<file path="src/rtl/rx_align_pkg.sv">
// Shared types and constants for the RX word-alignment path.
package rx_align_pkg;

  typedef enum logic [1:0] {
    ST_IDLE   = 2'd0,
    ST_SETTLE = 2'd1,
    ST_HUNT   = 2'd2,
    ST_LOCKED = 2'd3
  } align_state_e;

  localparam logic [1:0] SYNC_DATA = 2'b01;
  localparam logic [1:0] SYNC_CTRL = 2'b10;

endpackage

</file>
<file path="src/rtl/sync_hdr_check.sv">
// Classifies a 2-bit sync header: only the data/control codes count as good.
module sync_hdr_check
  import rx_align_pkg::*;
(
  input  logic [1:0] hdr,
  output logic       hdr_good
);

  always_comb begin
    hdr_good = (hdr == SYNC_DATA) || (hdr == SYNC_CTRL);
  end

endmodule

</file>
<file path="src/rtl/word_align_ctrl.sv">
// Bit-alignment controller: sweeps OFFSET/MASK of the barrel shifter until the
// sync header is stable, then monitors header errors per window while locked.
module word_align_ctrl
  import rx_align_pkg::*;
#(
  parameter int DATA_WIDTH    = 80,
  parameter int HDR_LSB       = 64,
  parameter int MAX_OFFSET    = 63,
  parameter int SETTLE_CYCLES = 4,
  parameter int LOCK_GOOD     = 64,
  parameter int WINDOW        = 64,
  parameter int UNLOCK_BAD    = 16,
  parameter int INVERT_EN     = 1
) (
  input  logic                  USER_CLK,
  input  logic                  RESET,
  input  logic                  ENABLE,
  input  logic                  DATA_VALID,
  input  logic [DATA_WIDTH-1:0] ALIGNED_DATA,
  output logic [5:0]            OFFSET,
  output logic [DATA_WIDTH-1:0] MASK,
  output logic                  LOCKED,
  output logic                  LOCK_LOST,
  output logic                  SWEEP_WRAP
);

  localparam int SW = $clog2(SETTLE_CYCLES + 1);
  localparam int GW = $clog2(LOCK_GOOD + 1);
  localparam int WW = $clog2(WINDOW + 1);
  localparam int BW = $clog2(UNLOCK_BAD + 1);

  localparam logic [SW-1:0] SETTLE_MAX = SW'(SETTLE_CYCLES);
  localparam logic [GW-1:0] GOOD_MAX   = GW'(LOCK_GOOD);
  localparam logic [WW-1:0] WIN_MAX    = WW'(WINDOW);
  localparam logic [BW-1:0] BAD_MAX    = BW'(UNLOCK_BAD);
  localparam logic [5:0]    OFFSET_MAX = 6'(MAX_OFFSET);

  align_state_e  state_q, state_d;
  logic [5:0]    offset_q, offset_d;
  logic          mask_q, mask_d;
  logic          locked_q, locked_d;
  logic          lock_lost_q, lock_lost_d;
  logic          sweep_wrap_q, sweep_wrap_d;
  logic [SW-1:0] settle_cnt_q, settle_cnt_d;
  logic [GW-1:0] good_cnt_q, good_cnt_d;
  logic [WW-1:0] win_cnt_q, win_cnt_d;
  logic [BW-1:0] bad_cnt_q, bad_cnt_d;

  logic          hdr_good;
  logic          data_unused;
  logic [SW-1:0] settle_inc;
  logic [GW-1:0] good_inc;
  logic [WW-1:0] win_inc;
  logic [BW-1:0] bad_inc;
  logic [5:0]    adv_offset;
  logic          adv_mask;
  logic          adv_wrap;

  sync_hdr_check u_hdr_check (
    .hdr      (ALIGNED_DATA[HDR_LSB+1:HDR_LSB]),
    .hdr_good (hdr_good)
  );

  // Only the header bits matter here; the payload passes through to the framer.
  always_comb begin
    data_unused = ^ALIGNED_DATA;
  end

  always_comb begin
    settle_inc = (settle_cnt_q == SETTLE_MAX) ? settle_cnt_q : settle_cnt_q + 1'b1;
    good_inc   = (good_cnt_q   == GOOD_MAX)   ? good_cnt_q   : good_cnt_q + 1'b1;
    win_inc    = (win_cnt_q    == WIN_MAX)    ? win_cnt_q    : win_cnt_q + 1'b1;
    bad_inc    = (bad_cnt_q    == BAD_MAX)    ? bad_cnt_q    : bad_cnt_q + 1'b1;
  end

  always_comb begin
    adv_mask = mask_q;
    adv_wrap = 1'b0;
    if (offset_q >= OFFSET_MAX) begin
      adv_offset = '0;
      adv_wrap   = 1'b1;
      if (INVERT_EN != 0) begin
        adv_mask = ~mask_q;
      end
    end else begin
      adv_offset = offset_q + 1'b1;
    end
  end

  always_comb begin
    state_d      = state_q;
    offset_d     = offset_q;
    mask_d       = mask_q;
    locked_d     = locked_q;
    lock_lost_d  = 1'b0;
    sweep_wrap_d = 1'b0;
    settle_cnt_d = settle_cnt_q;
    good_cnt_d   = good_cnt_q;
    win_cnt_d    = win_cnt_q;
    bad_cnt_d    = bad_cnt_q;

    if (!ENABLE) begin
      state_d      = ST_IDLE;
      locked_d     = 1'b0;
      settle_cnt_d = '0;
      good_cnt_d   = '0;
      win_cnt_d    = '0;
      bad_cnt_d    = '0;
    end else begin
      case (state_q)
        ST_IDLE: begin
          state_d      = ST_SETTLE;
          settle_cnt_d = '0;
        end
        ST_SETTLE: begin
          if (DATA_VALID) begin
            settle_cnt_d = settle_inc;
            if (settle_inc == SETTLE_MAX) begin
              state_d    = ST_HUNT;
              good_cnt_d = '0;
            end
          end
        end
        ST_HUNT: begin
          if (DATA_VALID) begin
            if (hdr_good) begin
              good_cnt_d = good_inc;
              if (good_inc == GOOD_MAX) begin
                state_d   = ST_LOCKED;
                locked_d  = 1'b1;
                win_cnt_d = '0;
                bad_cnt_d = '0;
              end
            end else begin
              offset_d     = adv_offset;
              mask_d       = adv_mask;
              sweep_wrap_d = adv_wrap;
              state_d      = ST_SETTLE;
              settle_cnt_d = '0;
              good_cnt_d   = '0;
            end
          end
        end
        ST_LOCKED: begin
          if (DATA_VALID) begin
            win_cnt_d = win_inc;
            bad_cnt_d = hdr_good ? bad_cnt_q : bad_inc;
            // Unlock is checked first so it wins when it coincides with the window end.
            if (!hdr_good && (bad_inc == BAD_MAX)) begin
              state_d      = ST_SETTLE;
              locked_d     = 1'b0;
              lock_lost_d  = 1'b1;
              offset_d     = adv_offset;
              mask_d       = adv_mask;
              sweep_wrap_d = adv_wrap;
              settle_cnt_d = '0;
              good_cnt_d   = '0;
              win_cnt_d    = '0;
              bad_cnt_d    = '0;
            end else if (win_inc == WIN_MAX) begin
              win_cnt_d = '0;
              bad_cnt_d = '0;
            end
          end
        end
        default: begin
          state_d = ST_IDLE;
        end
      endcase
    end
  end

  always_ff @(posedge USER_CLK) begin
    if (RESET) begin
      state_q      <= ST_IDLE;
      offset_q     <= '0;
      mask_q       <= 1'b0;
      locked_q     <= 1'b0;
      lock_lost_q  <= 1'b0;
      sweep_wrap_q <= 1'b0;
      settle_cnt_q <= '0;
      good_cnt_q   <= '0;
      win_cnt_q    <= '0;
      bad_cnt_q    <= '0;
    end else begin
      state_q      <= state_d;
      offset_q     <= offset_d;
      mask_q       <= mask_d;
      locked_q     <= locked_d;
      lock_lost_q  <= lock_lost_d;
      sweep_wrap_q <= sweep_wrap_d;
      settle_cnt_q <= settle_cnt_d;
      good_cnt_q   <= good_cnt_d;
      win_cnt_q    <= win_cnt_d;
      bad_cnt_q    <= bad_cnt_d;
    end
  end

  always_comb begin
    OFFSET     = offset_q;
    MASK       = {DATA_WIDTH{mask_q}};
    LOCKED     = locked_q;
    LOCK_LOST  = lock_lost_q;
    SWEEP_WRAP = sweep_wrap_q;
  end

endmodule

</file>
<file path="config.mk">
export PLATFORM = sky130hd
export DESIGN_NAME = word_align_ctrl
export DESIGN_NICKNAME = d
export VERILOG_FILES = /design/src/rtl/rx_align_pkg.sv /design/src/rtl/sync_hdr_check.sv /design/src/rtl/word_align_ctrl.sv
export SDC_FILE = /design/constraint.sdc
export NUM_CORES = 1
export LEC_CHECK = 0
export CAP_MARGIN = 20
export CORE_ASPECT_RATIO = 0.75
export CORE_UTILIZATION = 35
export CTS_CLUSTER_SIZE = 24
export DETAILED_ROUTE_END_ITERATION = 16
export PLACE_DENSITY = 0.81
export SLEW_MARGIN = 15
export SYNTH_ARGS = -nofsm -noshare
export SYNTH_HDL_FRONTEND = slang
export SYNTH_HIERARCHICAL = 1
export SYNTH_SLANG_ARGS = --single-unit
</file>
<file path="constraint.sdc">
create_clock -name USER_CLK -period 3.3 [get_ports USER_CLK]
set_clock_uncertainty 0.15 [all_clocks]
set_input_delay 0.99 -clock USER_CLK [delete_from_list [all_inputs] [get_ports USER_CLK]]
set_output_delay 0.99 -clock USER_CLK [all_outputs]
set_load 0.005 [all_outputs]
</file>
### Word level (Yosys, flattened, before mapping)

Index checks and enable logic that the tools add are counted.

* bits in read-only memories: 0
* memory bits (writable): 0
* output and inout port bits: 89
* memories kept: 0
* bits in registers: 34
* word-level logic and storage cells: 123
* latch bits: 0

* equality and inequality tests: 23
* reduce and logical (&&, ||, !) cells: 15
* bitwise gates (word level): 4
* div/mod/pow operators: 0
* add/sub/neg operators: 5
* mux-type cells: 65
* shifts and indexed selects: 0
* $mul: 0
* magnitude comparators: 1

Operator list (count)
* $mux W7: 14
* $mux W5: 8
* $mux W6: 5
* $reduce_and A6 Y1: 5
* $eq A7 B7 Y1 const B: 4
* $pmux W7 S3: 1
* $mux W3: 6
* $mux W1: 16
* $ne A2 B2 Y1 const B: 8
* $add A7 B1 Y7 const B: 2
* $mux W2: 7
* $pmux W7 S2: 1
* $pmux W3 S4: 1
* $pmux W6 S2: 1
* $eq A5 B5 Y1 const B: 2
* $pmux W5 S2: 1
* $reduce_and A5 Y1: 2
* $pmux W2 S4: 1
* $add A6 B1 Y6 const B: 1
* $eq A2 B2 Y1 const B: 3
* $eq A3 B3 Y1 const B: 2
* $ge A6 B6 Y1 const B: 1
* $pmux W1 S2: 3
* $add A5 B1 Y5 const B: 1
* other kinds (13): 17

### Logic depth before layout (Yosys ltp)

* depth in word-level cells: 7
* depth in mapped cells: 10

### By module

The synthesis kept the hierarchy.

Modules (own cells, without submodules)
* word_align_ctrl: times used 1, sequential area each 680.7 sq um, cells each 374, area each 2926.6 sq um
* sync_hdr_check: times used 1, sequential area each 0.0 sq um, cells each 1, area each 8.8 sq um

### Least setup slack after synthesis

No wires, ideal clock.

* path type: input to register
* start: input ALIGNED_DATA[64]
* end: register bad_cnt_q[0]
* stages: 8
* data arrival time: 2.935 ns
* path slack: 0.094 ns
* cells stage by stage: xor2_1 -> and2_1 -> o21ai_0 -> o32ai_1 -> and2_1 -> clkbuf_1 -> a21oi_1 -> a221o_1

* word-level cells in the longest chain between the ends: 7
* elaborated cells on any way between the ends: 11
* those cells by class: 4 x eq/ne; 3 x mux; 4 x reduce/logical

RTL lines
* start, declared: line word_align_ctrl.sv:19 `input logic [DATA_WIDTH-1:0] ALIGNED_DATA,`
* $eq A2 B1 Y1 or $eq A2 B2 Y1 (tied branches): line sync_hdr_check.sv:10 `hdr_good = (hdr == SYNC_DATA) || (hdr == SYNC_CTRL);`
* $logic_or A1 B1 Y1 (*): line sync_hdr_check.sv:10
* $logic_not A1 Y1: line word_align_ctrl.sv:149 `if (!hdr_good && (bad_inc == BAD_MAX)) begin`
* $logic_and A1 B1 Y1: line word_align_ctrl.sv:149
* $mux W5: line word_align_ctrl.sv:149
* $mux W5: line word_align_ctrl.sv:145 `if (DATA_VALID) begin`
* $pmux W5 S2: line word_align_ctrl.sv:110 `case (state_q)`
* end signal, assigned: line word_align_ctrl.sv:195 `bad_cnt_q <= bad_cnt_d;`
* end, declared: line word_align_ctrl.sv:47 `logic [BW-1:0] bad_cnt_q, bad_cnt_d;`

Mark *: on every way between the ends. The rest lies on a longest branch, timed or not. The select of a mux whose other input is x is not followed.
A chain may end at the register's enable or synchronous reset.

### Worst setup path after layout

* start: input ALIGNED_DATA[65]
* end: register win_cnt_q[4]

* word-level cells in the longest chain between the ends: 7
* elaborated cells on any way between the ends: 10
* those cells by class: 3 x eq/ne; 3 x mux; 4 x reduce/logical

RTL lines
* $eq A2 B1 Y1 or $eq A2 B2 Y1 (tied branches): line sync_hdr_check.sv:10
* $logic_or A1 B1 Y1 (*): line sync_hdr_check.sv:10
* named net hdr_good: line word_align_ctrl.sv:49 `logic hdr_good;`
* $logic_not A1 Y1: line word_align_ctrl.sv:149
* $logic_and A1 B1 Y1: line word_align_ctrl.sv:149
* $mux W7: line word_align_ctrl.sv:149
* $mux W7: line word_align_ctrl.sv:145
* $pmux W7 S2: line word_align_ctrl.sv:110
* end signal, assigned: line word_align_ctrl.sv:194 `win_cnt_q <= win_cnt_d;`
* end, declared: line word_align_ctrl.sv:46 `logic [WW-1:0] win_cnt_q, win_cnt_d;`

Mark *: on every way through the listed nets, which the timed path passes. The rest lies on a longest branch. The select of a mux whose other input is x is not followed.

==> metrics.txt <==
placed cell count=501; commonest cells after routing, fill and taps aside=94 x clkdlybuf4s50_1, 33 x dfxtp_1, 25 x nor2_1, 25 x nand2_1; DP HPWL=~4700 microns; critical-path cell list=clkdlybuf4s50_1 > xor2_1 > and2_1 > o21ai_0 > o32ai_1 > buf_4 > and2_1 > buf_4 > o21ai_0 > a32o_1; Crit path required time=between 3000 and 4000 ps; slew margin rel.=between 50 and 60%; Worst Setup End Kind=flip-flop; Skew-Pair Late Insertion Delay=between 200 and 300 ps; syn_nets=about 470; cts bufs inserted=5; worst reg-to-reg setup slack=410 ps; Mapped Area=around 0.0029 sq mm; Critical Path Max Stage Delay=between 400 and 500 ps; Int Power=575 uW; max_cap viols=0; largest net degree at the start of global routing=81; combinational group share of total power=6.7%; worst setup path endpoint=win_cnt_q[4]; ys async rst share=0%; Max IR drop VDD=137 uV; clk sink count=34; syn avg cell area=7.83 sq um; final setup fails=0; Finished Layout Cells=about 500; die span in x=108 microns; final hold vios=0; Setup WS pre-CTS=-20.2 ps; Hold Crit Class=reg -> reg; CP arrival=~3100 ps; crit path launch type=input pin; CORE AREA=between 0.008 and 0.009 sq mm; Pwr Total=approximately 760 uW; CTS clk-pin slew, worst paths=~70 ps; RSZ-0062 raised after global routing=no; Main synth FF type=dfxtp_1; Detail Route Antenna Nets=0; reg2reg path depth=9; CTS root buffer=clkbuf_8; gp weighted congestion=a little over 0.9; pins over their slew limit=0; antenna cells=0; worst hold slack=337 ps; P&R area growth vs syn=21.4%; P per Cell Area=~210 mW/mm^2; Sequential Power Share=a little over half; DRC=0; clock network fraction of total power=39.2%; final wirelength=between 6000 and 7000 microns; Synth Warn #=6; Crit-path slowest cell=clkdlybuf4s50_1; Layout Nets=between 500 and 600; first-pass GRT wire length=roughly 10000 microns; Seq/Total Area, Yosys=23.2%; Max FO, Critical Path=6; Fmax achieved=328 MHz; port bufs=94; number of DRC markers in iteration 0=approximately 140; wire length per cell=12.3 microns; Initial Util=a little over a third; Reg-to-Reg End=good_cnt_q[4]; most common cell after layout, fill and taps aside=clkdlybuf4s50_1; PostCTS Resize Cnt=0; io pins=about 170; fin crit period=around 3100 ps; Leak Pwr=1.21 nW; H-tree depth=2; Final period util=between 90 and 100%; total negative slack=0 ps; die height=81.3 microns; post-cts hold buffer count=0; Setup CP Type=in -> reg; Post-synth EDFFs=0; outcome=finished, final reports clean; GRT Overall Usage=13.6%; switching fraction of total power=approximately a quarter; Layout fillers=about 770; Clock Path Buffers=2; postcts setup bufs=0; Via-to-Cell Ratio=between 5 and 6; distinct cell type count after synthesis=between 50 and 60; cells after synthesis=375; TritonCTS clock tree=built; die footprint=0.00876 sq mm; #FFs+latches synth=34; GR Overflow Total=0; Crit. Startpoint=ALIGNED_DATA[65]; 1st-pass router iterations=4; share of layout cells above drive strength 1=about 9.7%; row count=28; Final WS setup=249 ps; initial antenna violation count=0; P_sw=188 uW; Critical R2R Launch=bad_cnt_q[0]; vias in the first global route=2,235; actual slew at the worst max-slew pin=between 600 and 700 ps; vias=roughly 2,600
[sequential cells by signal (all words and copies together), names as in the netlist]
name	count
SWEEP_WRAP	1
state_q	2
bad_cnt_q	5
settle_cnt_q	3
mask_q	1
LOCKED	1
good_cnt_q	7
LOCK_LOST	1
win_cnt_q	7
OFFSET	6
[Yosys cell counts, types with 4 or more instances]
| cell type | instances | area [sq um] |
|---|---|---|
| a21oi_1 | 19 | 95.1 |
| a32o_1 | 5 | 50.1 |
| and2_1 | 6 | 37.5 |
| and3_1 | 7 | 43.8 |
| buf_4 | 82 | 616 |
| clkbuf_1 | 5 | 18.8 |
| dfxtp_1 | 34 | 681 |
| ha_1 | 14 | 175 |
| inv_1 | 17 | 63.8 |
| mux2i_1 | 5 | 50.1 |
| nand2_1 | 25 | 93.8 |
| nand2b_1 | 7 | 43.8 |
| nand3_1 | 15 | 75.1 |
| nand4_1 | 9 | 56.3 |
| nor2_1 | 25 | 93.8 |
| nor2b_1 | 7 | 43.8 |
| nor3_1 | 4 | 20.0 |
| nor3b_1 | 4 | 30.0 |
| o211ai_1 | 4 | 30.0 |
| o21ai_0 | 17 | 85.1 |
| or2_2 | 4 | 25.0 |
| xnor2_1 | 6 | 52.6 |
| xor2_1 | 6 | 52.6 |
[power groups by stage]
| stage | sequential [mW] | clock (mW) | combinational, mW |
|---|---|---|---|
| floorplan | 0.422 | 0 | 0.0283 |
| global placement | 0.422 | 0 | 0.0490 |
| detailed placement | 0.422 | 0 | 0.0503 |
| CTS | 0.413 | 0.304 | 0.0506 |
| global route | 0.413 | 0.323 | 0.0545 |
| finish | 0.413 | 0.299 | 0.0509 |
[through the flow]
step,instance area [sq um],util [%]
floorplan,2940,-
detailed placement,3480,43.4
global route,3560,44.4
finish,3560,44.4
global placement,3480,43.4
CTS,3560,44.4
[metal layers]
layer	track usage, %	up-vias	share of wire (%)
met1	17.1	1207	47
met2	24.0	102	46
met5	0	-	0
li1	-	1281	-
met3	2.65	10	6.7
met4	3.29	0	0.86
[worst min-delay path by stage]
stage	startpoint	end	slack (ps)	depth (start not counted)
final	LOCKED	LOCKED	340	2
after global routing	mask_q	mask_q	370	2
after CTS	LOCKED	LOCKED	340	2
after detailed placement	LOCKED	LOCKED	320	2
after global placement	LOCKED	LOCKED	330	2
after floorplan	state_q[1]	state_q[1]	310	2
[kinds of logic after synthesis]
| group | synth area share, % |
|---|---|
| AO/OA/AOI/OAI | 16.4 |
| XOR/XNOR | 3.58 |
| adder cells (fa/ha/maj) | 5.97 |
| buffers and inverters | 24.9 |
| flip-flops | 23.2 |
| multiplexers | 1.71 |
| AND/OR/NAND/NOR | 24.2 |
[cell type report]
type | instances | area (sq um) | share of cell area (%)
multi-input cells | 232 | 1520 | 42.7
well taps | 105 | 131 | 3.69
clock buffers | 5 | 68.8 | 1.93
flip-flops and latches | 34 | 682 | 19.1
repair buffers | 113 | 1080 | 30.4
clock inverters | 2 | 10.0 | 0.281
inverters | 17 | 63.8 | 1.79
[critical path, delay by kind of cell]
family          cells  cell delay, ps
buf+inv             3             790
xor+xnor            1             220
simple gates        2             370
compound gates      4             710
Power figures use the tool's default switching activity.
